**src/rtl/inst_fetch_queue.sv**
```systemverilog
// ============================================================================
// Module   : inst_fetch_queue
// Brief    : Continuous-prefetch instruction fetch front end. It owns the
//            fetch PC, reads a 1-cycle-latency memory and buffers the
//            PC-tagged words in a FIFO that feeds decode over valid/ready.
// Revision : 1.0 - initial release
// ============================================================================
`default_nettype none

module inst_fetch_queue #(
    parameter int                ADDR_W   = 8,
    parameter int                DATA_W   = 32,
    parameter int                DEPTH    = 4,
    parameter int                PC_STEP  = 4,
    parameter logic [ADDR_W-1:0] RESET_PC = '0
) (
    input  logic                       clk,
    input  logic                       rst,
    output logic                       mem_rd,
    output logic [ADDR_W-1:0]          mem_addr,
    input  logic [DATA_W-1:0]          mem_data,
    input  logic                       redirect,
    input  logic [ADDR_W-1:0]          redirect_pc,
    output logic                       out_valid,
    input  logic                       out_ready,
    output logic [DATA_W-1:0]          out_instr,
    output logic [ADDR_W-1:0]          out_pc,
    output logic [$clog2(DEPTH):0]     count
);

    localparam int PTR_W = $clog2(DEPTH);
    localparam int CNT_W = PTR_W + 1;

    localparam logic [1:0] c_ST_RUN   = 2'd0;
    localparam logic [1:0] c_ST_STALL = 2'd1;
    localparam logic [1:0] c_ST_FLUSH = 2'd2;

    localparam logic [CNT_W:0]    c_DEPTH_OCC = (CNT_W+1)'(DEPTH);
    localparam logic [ADDR_W-1:0] c_PC_STEP   = ADDR_W'(PC_STEP);

    logic [ADDR_W-1:0] r_fetch_pc;
    logic              r_inflight;
    logic [ADDR_W-1:0] r_inflight_pc;
    logic [PTR_W-1:0]  r_wr_ptr;
    logic [PTR_W-1:0]  r_rd_ptr;
    logic [CNT_W-1:0]  r_count;
    logic [DATA_W-1:0] r_fifo_instr [DEPTH];
    logic [ADDR_W-1:0] r_fifo_pc    [DEPTH];

    logic [CNT_W:0]    w_occupancy;
    logic [1:0]        w_state;
    logic              w_issue;
    logic              w_push;
    logic              w_pop;
    logic              w_not_empty;

    // Occupancy counts the slot already reserved by a read still in flight.
    assign w_occupancy = {1'b0, r_count} + {{CNT_W{1'b0}}, r_inflight};
    assign w_not_empty = (r_count != '0);

    always_comb begin
        w_state = c_ST_RUN;
        if (redirect) begin
            w_state = c_ST_FLUSH;
        end else if (w_occupancy >= c_DEPTH_OCC) begin
            w_state = c_ST_STALL;
        end
    end

    assign w_issue  = !rst && (w_state == c_ST_RUN);
    assign w_push   = r_inflight && !redirect && !rst;
    assign w_pop    = out_valid && out_ready;

    assign mem_rd    = w_issue;
    assign mem_addr  = r_fetch_pc;
    assign out_valid = w_not_empty && !redirect;
    assign out_instr = w_not_empty ? r_fifo_instr[r_rd_ptr] : '0;
    assign out_pc    = w_not_empty ? r_fifo_pc[r_rd_ptr]    : '0;
    assign count     = r_count;

    always_ff @(posedge clk) begin
        if (rst) begin
            r_fetch_pc    <= RESET_PC;
            r_inflight    <= 1'b0;
            r_inflight_pc <= '0;
            r_wr_ptr      <= '0;
            r_rd_ptr      <= '0;
            r_count       <= '0;
        end else if (redirect) begin
            // Anything queued or returning belongs to the abandoned path.
            r_fetch_pc <= redirect_pc;
            r_inflight <= 1'b0;
            r_wr_ptr   <= '0;
            r_rd_ptr   <= '0;
            r_count    <= '0;
        end else begin
            if (w_issue) begin
                r_fetch_pc    <= r_fetch_pc + c_PC_STEP;
                r_inflight    <= 1'b1;
                r_inflight_pc <= r_fetch_pc;
            end else begin
                r_inflight <= 1'b0;
            end
            if (w_push) begin
                r_wr_ptr <= r_wr_ptr + PTR_W'(1);
            end
            if (w_pop) begin
                r_rd_ptr <= r_rd_ptr + PTR_W'(1);
            end
            case ({w_push, w_pop})
                2'b10:   r_count <= r_count + CNT_W'(1);
                2'b01:   r_count <= r_count - CNT_W'(1);
                default: r_count <= r_count;
            endcase
        end
    end

    // Storage needs no reset: count gates every read of it.
    always_ff @(posedge clk) begin
        if (w_push) begin
            r_fifo_instr[r_wr_ptr] <= mem_data;
            r_fifo_pc[r_wr_ptr]    <= r_inflight_pc;
        end
    end

endmodule

`default_nettype wire

```
**config.mk**
```make
export PLATFORM = sky130hd
export DESIGN_NAME = inst_fetch_queue
export DESIGN_NICKNAME = d
export VERILOG_FILES = /design/src/rtl/inst_fetch_queue.sv
export SDC_FILE = /design/constraint.sdc
export NUM_CORES = 1
export LEC_CHECK = 0
export CAP_MARGIN = 20
export CORE_UTILIZATION = 55
export CTS_CLUSTER_SIZE = 14
export DETAILED_ROUTE_END_ITERATION = 10
export GPL_TIMING_DRIVEN = 0
export PLACE_DENSITY = 0.82
export SLEW_MARGIN = 20
export SYNTH_ARGS = -nofsm -noshare
export SYNTH_HDL_FRONTEND = slang
export SYNTH_SLANG_ARGS = --single-unit
```
**constraint.sdc**
```tcl
create_clock -name clk -period 2.7 [get_ports clk]
set_input_delay 0.405 -clock clk [delete_from_list [all_inputs] [get_ports clk]]
set_output_delay 0.405 -clock clk [all_outputs]
set_load 0.05 [all_outputs]
```
# ---- Word-level counts from Yosys, hierarchy flattened
# Memories as Yosys holds them, arrays and structs flattened. A register that Yosys moved wholly into a read port is not among the register bits.
# Index checks and enable logic that the tools add are counted.
# Widths: inputs -> output; s select.
dict set report word_totals {
  input_bits 44
  out_inout_bits 53
  ramBits 160
  memories 2
  ff_bits 24
  elab_cells 45
}
dict set report op_classes {
  reduce_logical 13
  mux 14
  magnitude_cmp 1
  eq_ne 2
  addsub 6
  bitwise_logic 1
}
# memory words word_bits rd rd_clocked_by_memory_dff write_ports line
set memory_table {}
lappend memory_table {r_fifo_instr 4 32 1 1 1 47} ;# logic [DATA_W-1:0] r_fifo_instr [DEPTH];
lappend memory_table {r_fifo_pc 4 8 1 1 1 48} ;# logic [ADDR_W-1:0] r_fifo_pc [DEPTH];
# cell count
set op_table {}
lappend op_table {{$mux 32} 1}
lappend op_table {{$mux 8} 3}
lappend op_table {{$mux 2} 5}
lappend op_table {{$add 8x3->8 const B} 1}
lappend op_table {{$pmux 3 s2} 1}
lappend op_table {{$logic_and 1x1->1} 5}
lappend op_table {{$add 2x1->2 const B} 2}
lappend op_table {{$add 3x1->4} 1}
lappend op_table {{$ge 4x3->1 const B} 1}
lappend op_table {{$mux 1} 4}
lappend op_table {{$reduce_bool 2->1} 2}
lappend op_table {{$add 3x1->3 const B} 1}
lappend op_table {{$reduce_bool 3->1} 1}
lappend op_table {{$sub 3x1->3 const B} 1}
lappend op_table {{$eq 2x1->1 const B} 1}
lappend op_table {{$eq 2x2->1 const B} 1}
lappend op_table {{$logic_not 1->1} 2}
lappend op_table {{$logic_not 2->1} 1}
lappend op_table {{$reduce_and 2->1} 1}
lappend op_table {{$reduce_or 2->1} 1}
lappend op_table {{$not 1->1} 1}

# ---- Logic depth before layout (Yosys ltp)
dict set report depth {
  word_depth 8
  mapped_depth 9
}

# ---- Worst setup path before layout
# OpenSTA, ideal clock, no wires.
dict set report synth_timing {
  path_kind {register to output}
  start {register r_count[2] (netlist: count[2])}
  end {output out_instr[0]}
  arrival_ns 1.862
  stages_incl_launch_ff 4
  path_buffers 1
  slack_ns 0.433
  cell_sequence {dfxtp_1 > nor3_1 > clkbuf_1 > nor2b_1}
}
dict set report synth_via {
  elab_chain_len 2
}
# element line
set synth_rtl {}
lappend synth_rtl {{start: declaration} 46} ;# logic [CNT_W-1:0] r_count;
lappend synth_rtl {{start signal: assignment} 111} ;# 2'b10: r_count <= r_count + CNT_W'(1);
lappend synth_rtl {{start signal: assignment} 112} ;# 2'b01: r_count <= r_count - CNT_W'(1);
lappend synth_rtl {{start signal: assignment} 113} ;# default: r_count <= r_count;
lappend synth_rtl {{$reduce_bool 3->1} 59} ;# assign w_not_empty = (r_count != '0);
lappend synth_rtl {{$mux 32} 77} ;# assign out_instr = w_not_empty ? r_fifo_instr[r_rd_ptr] : '0;
lappend synth_rtl {{end: declaration} 26} ;# output logic [DATA_W-1:0] out_instr,
# Every way passes these cells.

# ---- Worst setup path after layout
dict set report layout_timing {
  start {register r_count[2] (netlist: count[2])}
  end {output out_instr[23]}
}
# Same word-level chain as after synthesis.

==> impl_metrics.yaml <==
die:
  core_um2: 12700
  dieHeight_um: 117
  placementRows: 41
  ios: 97
  die_width_um: 117
  dieArea_um2: 13600
  start_util: 0.570
status:
  outcome: "complete, no violations"
grt:
  grt_pass1_vias: 4046
  grt_use_total: 0.218
  grt_util_met1: 0.280
  overflow: 0
  grt_antenna_before_repair: 0
  met2_usage: 0.364
  grt_pass1_wl_mm: 21.2
  grt_max_degree: 22
  grt_busiest_layer: "met2"
  grt_use_met3: 0.0566
hold_path:
  min_from: "mem_addr[1]$_SDFFE_PP0P_"
  hp-class: "flop to flop"
  worst_hold_path.endpoint: "r_inflight_pc[1]$_SDFFE_PP0P_"
  holdPathStages: 2
setup_path:
  start_kind: "flop"
  cp.required_ns: 2.30
  crit_fanout: 10
  arrival_ns: 2.15
  reg2reg_from: "count[2]$_SDFFE_PP0P_"
  worstReg2RegEnd: "count[2]$_SDFFE_PP0P_"
  rr_worst_depth: 8
  reg2reg_slack_ns: 0.55
  end_kind: "primary output"
  crit_type: "flop to primary output"
sta:
  post-route-min-period_ns: 2.55
  final.setup.tns_ns: 0
  slew-limit-headroom: 0.575
  fmax_ghz: 0.392
  grt_setup_unrepaired: "false"
  tightest_slew_ns: 0.637
  min_period_over_period: 0.945
  slew_viol_final: 0
  fin_worst_skew_ns: 0.00894
  hold_viol_final: 0
  setup_viol: 0
synth:
  synth_edf_count: 160
  yosys.area.top_type: "edfxtp_1"
  syn_area_per_cell_um2: 18.2
  synthDistinctLibCells: 37
  synthArstFlopShare: 0
  syn_inst: 398
  synth_common_cells: "edfxtp_1 (160), mux4_2 (40), nor2b_1 (40)"
  synth_most_common_cell: "edfxtp_1"
  synthesis.nets: 449
  yosys_register_bits: 186
  syn-cell-area_um2: 7250
  yosys.area.top_type_share: 0.663
  ys.flop_type: "edfxtp_1"
  yosysSeqAreaShare: 0.735
  synth_warnings: 0
  synth_area_leaders: "edfxtp_1 (66%), mux4_2 (12%), dfxtp_1 (7.2%)"
detailed_routing:
  viasPerCell: 5.67
  drtPass1Iterations: 5
  ant_nets: 0
  wl_mm: 13.6
  vias: 3975
  routedWlPerCell_um: 19.4
  drt_iter0_markers: 253
  drc: 0
finish:
  register_area_um2: 5330
  final_util: 0.723
  layout-drive-gt1-share: 0.234
  area_growth_pct: 26.9
  final_cell_area_um2: 9200
  multiInputGateArea_um2: 1820
  diodes: 0
  nFillCells: 806
  fin_nets: 567
placement:
  gp_congestion: 0.875
  place_area_um2: 8540
  port_buffers: 96
  hpwl_mm: 8.54
power_and_ir_drop:
  pwr_density_cell_nw_per_um2: 644
  p_leak_nw: 3.02
  vdd_drop_max_v: 0.000426
clock_network:
  clockBufferDepth: 2
  cts_max_level: 4
  cts_made_buffers: 17
  path_clk_slew_ns: 0.07
  clkLatencyLatePin_ns: 0.42
  post_cts_buffers: 0
  cts_root_buffer: "clkbuf_16"
  cts_tree: "built"
  cts_sinks: 186
job:
  drv_cap: 0
-- logic make-up after synthesis --
kind of cell,synth area share
fa+ha+maj,0.0131
simple gates,0.0671
compound gates,0.0335
mux,0.128
flops,0.735
xor+xnor,0.00604
buf+inv,0.0173
-- area by class of cell --
type	count	share of cell area
clock buffer	25	0.0597
multi-input combinational	181	0.197
timing repair buffer	100	0.116
clock inverter	7	0.00789
tap	172	0.0234
inverter	7	0.00286
sequential	186	0.579
buffer	23	0.0140
-- sequential cells by signal, indices dropped and copies added (netlist names), named ones only --
register	cells
r_fifo_instr	128
r_fifo_pc	32
mem_addr	8
r_inflight_pc	8
count	3
r_rd_ptr	2
r_wr_ptr	2
r_inflight	1
-- where the power goes --
group	switching, mW	internal, mW	total, mW
clock	0.995	1.52	2.51
sequential	0.0209	3.14	3.16
combinational	0.138	0.116	0.253
-- cells in the final DEF, fill, tap and decap left out, types with 6 or more instances in the layout --
cell             instances
dlygate4sd2_1           13
mux4_2                  40
clkbuf_1                 9
clkdlybuf4s15_2         25
o21ai_0                  9
inv_1                    7
nor2_1                  16
a21oi_1                 11
clkbuf_16               20
nor2b_1                 40
clkdlybuf4s50_1         54
dfxtp_1                 25
clkbuf_2                11
edfxtp_1               160
ha_1                     6
nand3_1                 12
-- metrics by stage --
step	worst slack (ns)	hold slack, ns	cells	total power [mW]
after floorplan	0.433	0.454	398	3.34
after global placement	-0.940	0.467	666	3.46
after detailed placement	-0.272	0.487	670	3.47
after CTS	-0.0786	0.504	702	5.96
after global routing	0.00555	0.521	701	6.10
final	0.148	0.495	701	5.92
-- critical path: stages (launching register included) --
cell and delay, ns:
dfxtp_1 0.41, nor3_4 0.38, clkbuf_1 0.44, nor2b_1 0.13, clkdlybuf4s15_2 0.36
-- worst max-delay path by stage --
stage | cells after the start | end | startpoint | slack, ns
floorplan | 3 | out_instr[0] | count[2]$_SDFFE_PP0P_ | 0.43
global placement | 4 | r_fifo_instr[0][22]$_DFFE_PP_ | redirect | -0.94
detailed placement | 10 | count[2]$_SDFFE_PP0P_ | redirect | -0.27
CTS | 5 | out_instr[15] | flop | -0.08
global route | 4 | out_instr[23] | count[2]$_SDFFE_PP0P_ | 0.006
finish | 4 | out_instr[23] | count[2]$_SDFFE_PP0P_ | 0.15
-- timing repair --
action,4_1_cts,5_1_grt
setup endpoints to repair,42,39
gates cloned,0,0
resized for setup,105,15
hold buffers,0,0
-- metal layers --
| metal | up-vias | routed length (um) |
|---|---|---|
| met5 | - | 0 |
| met1 | 2005 | 5800 |
| met2 | 155 | 6870 |
| met4 | 0 | 80 |
| li1 | 1808 | - |
| met3 | 7 | 823 |
Power figures use the tool's default switching activity.
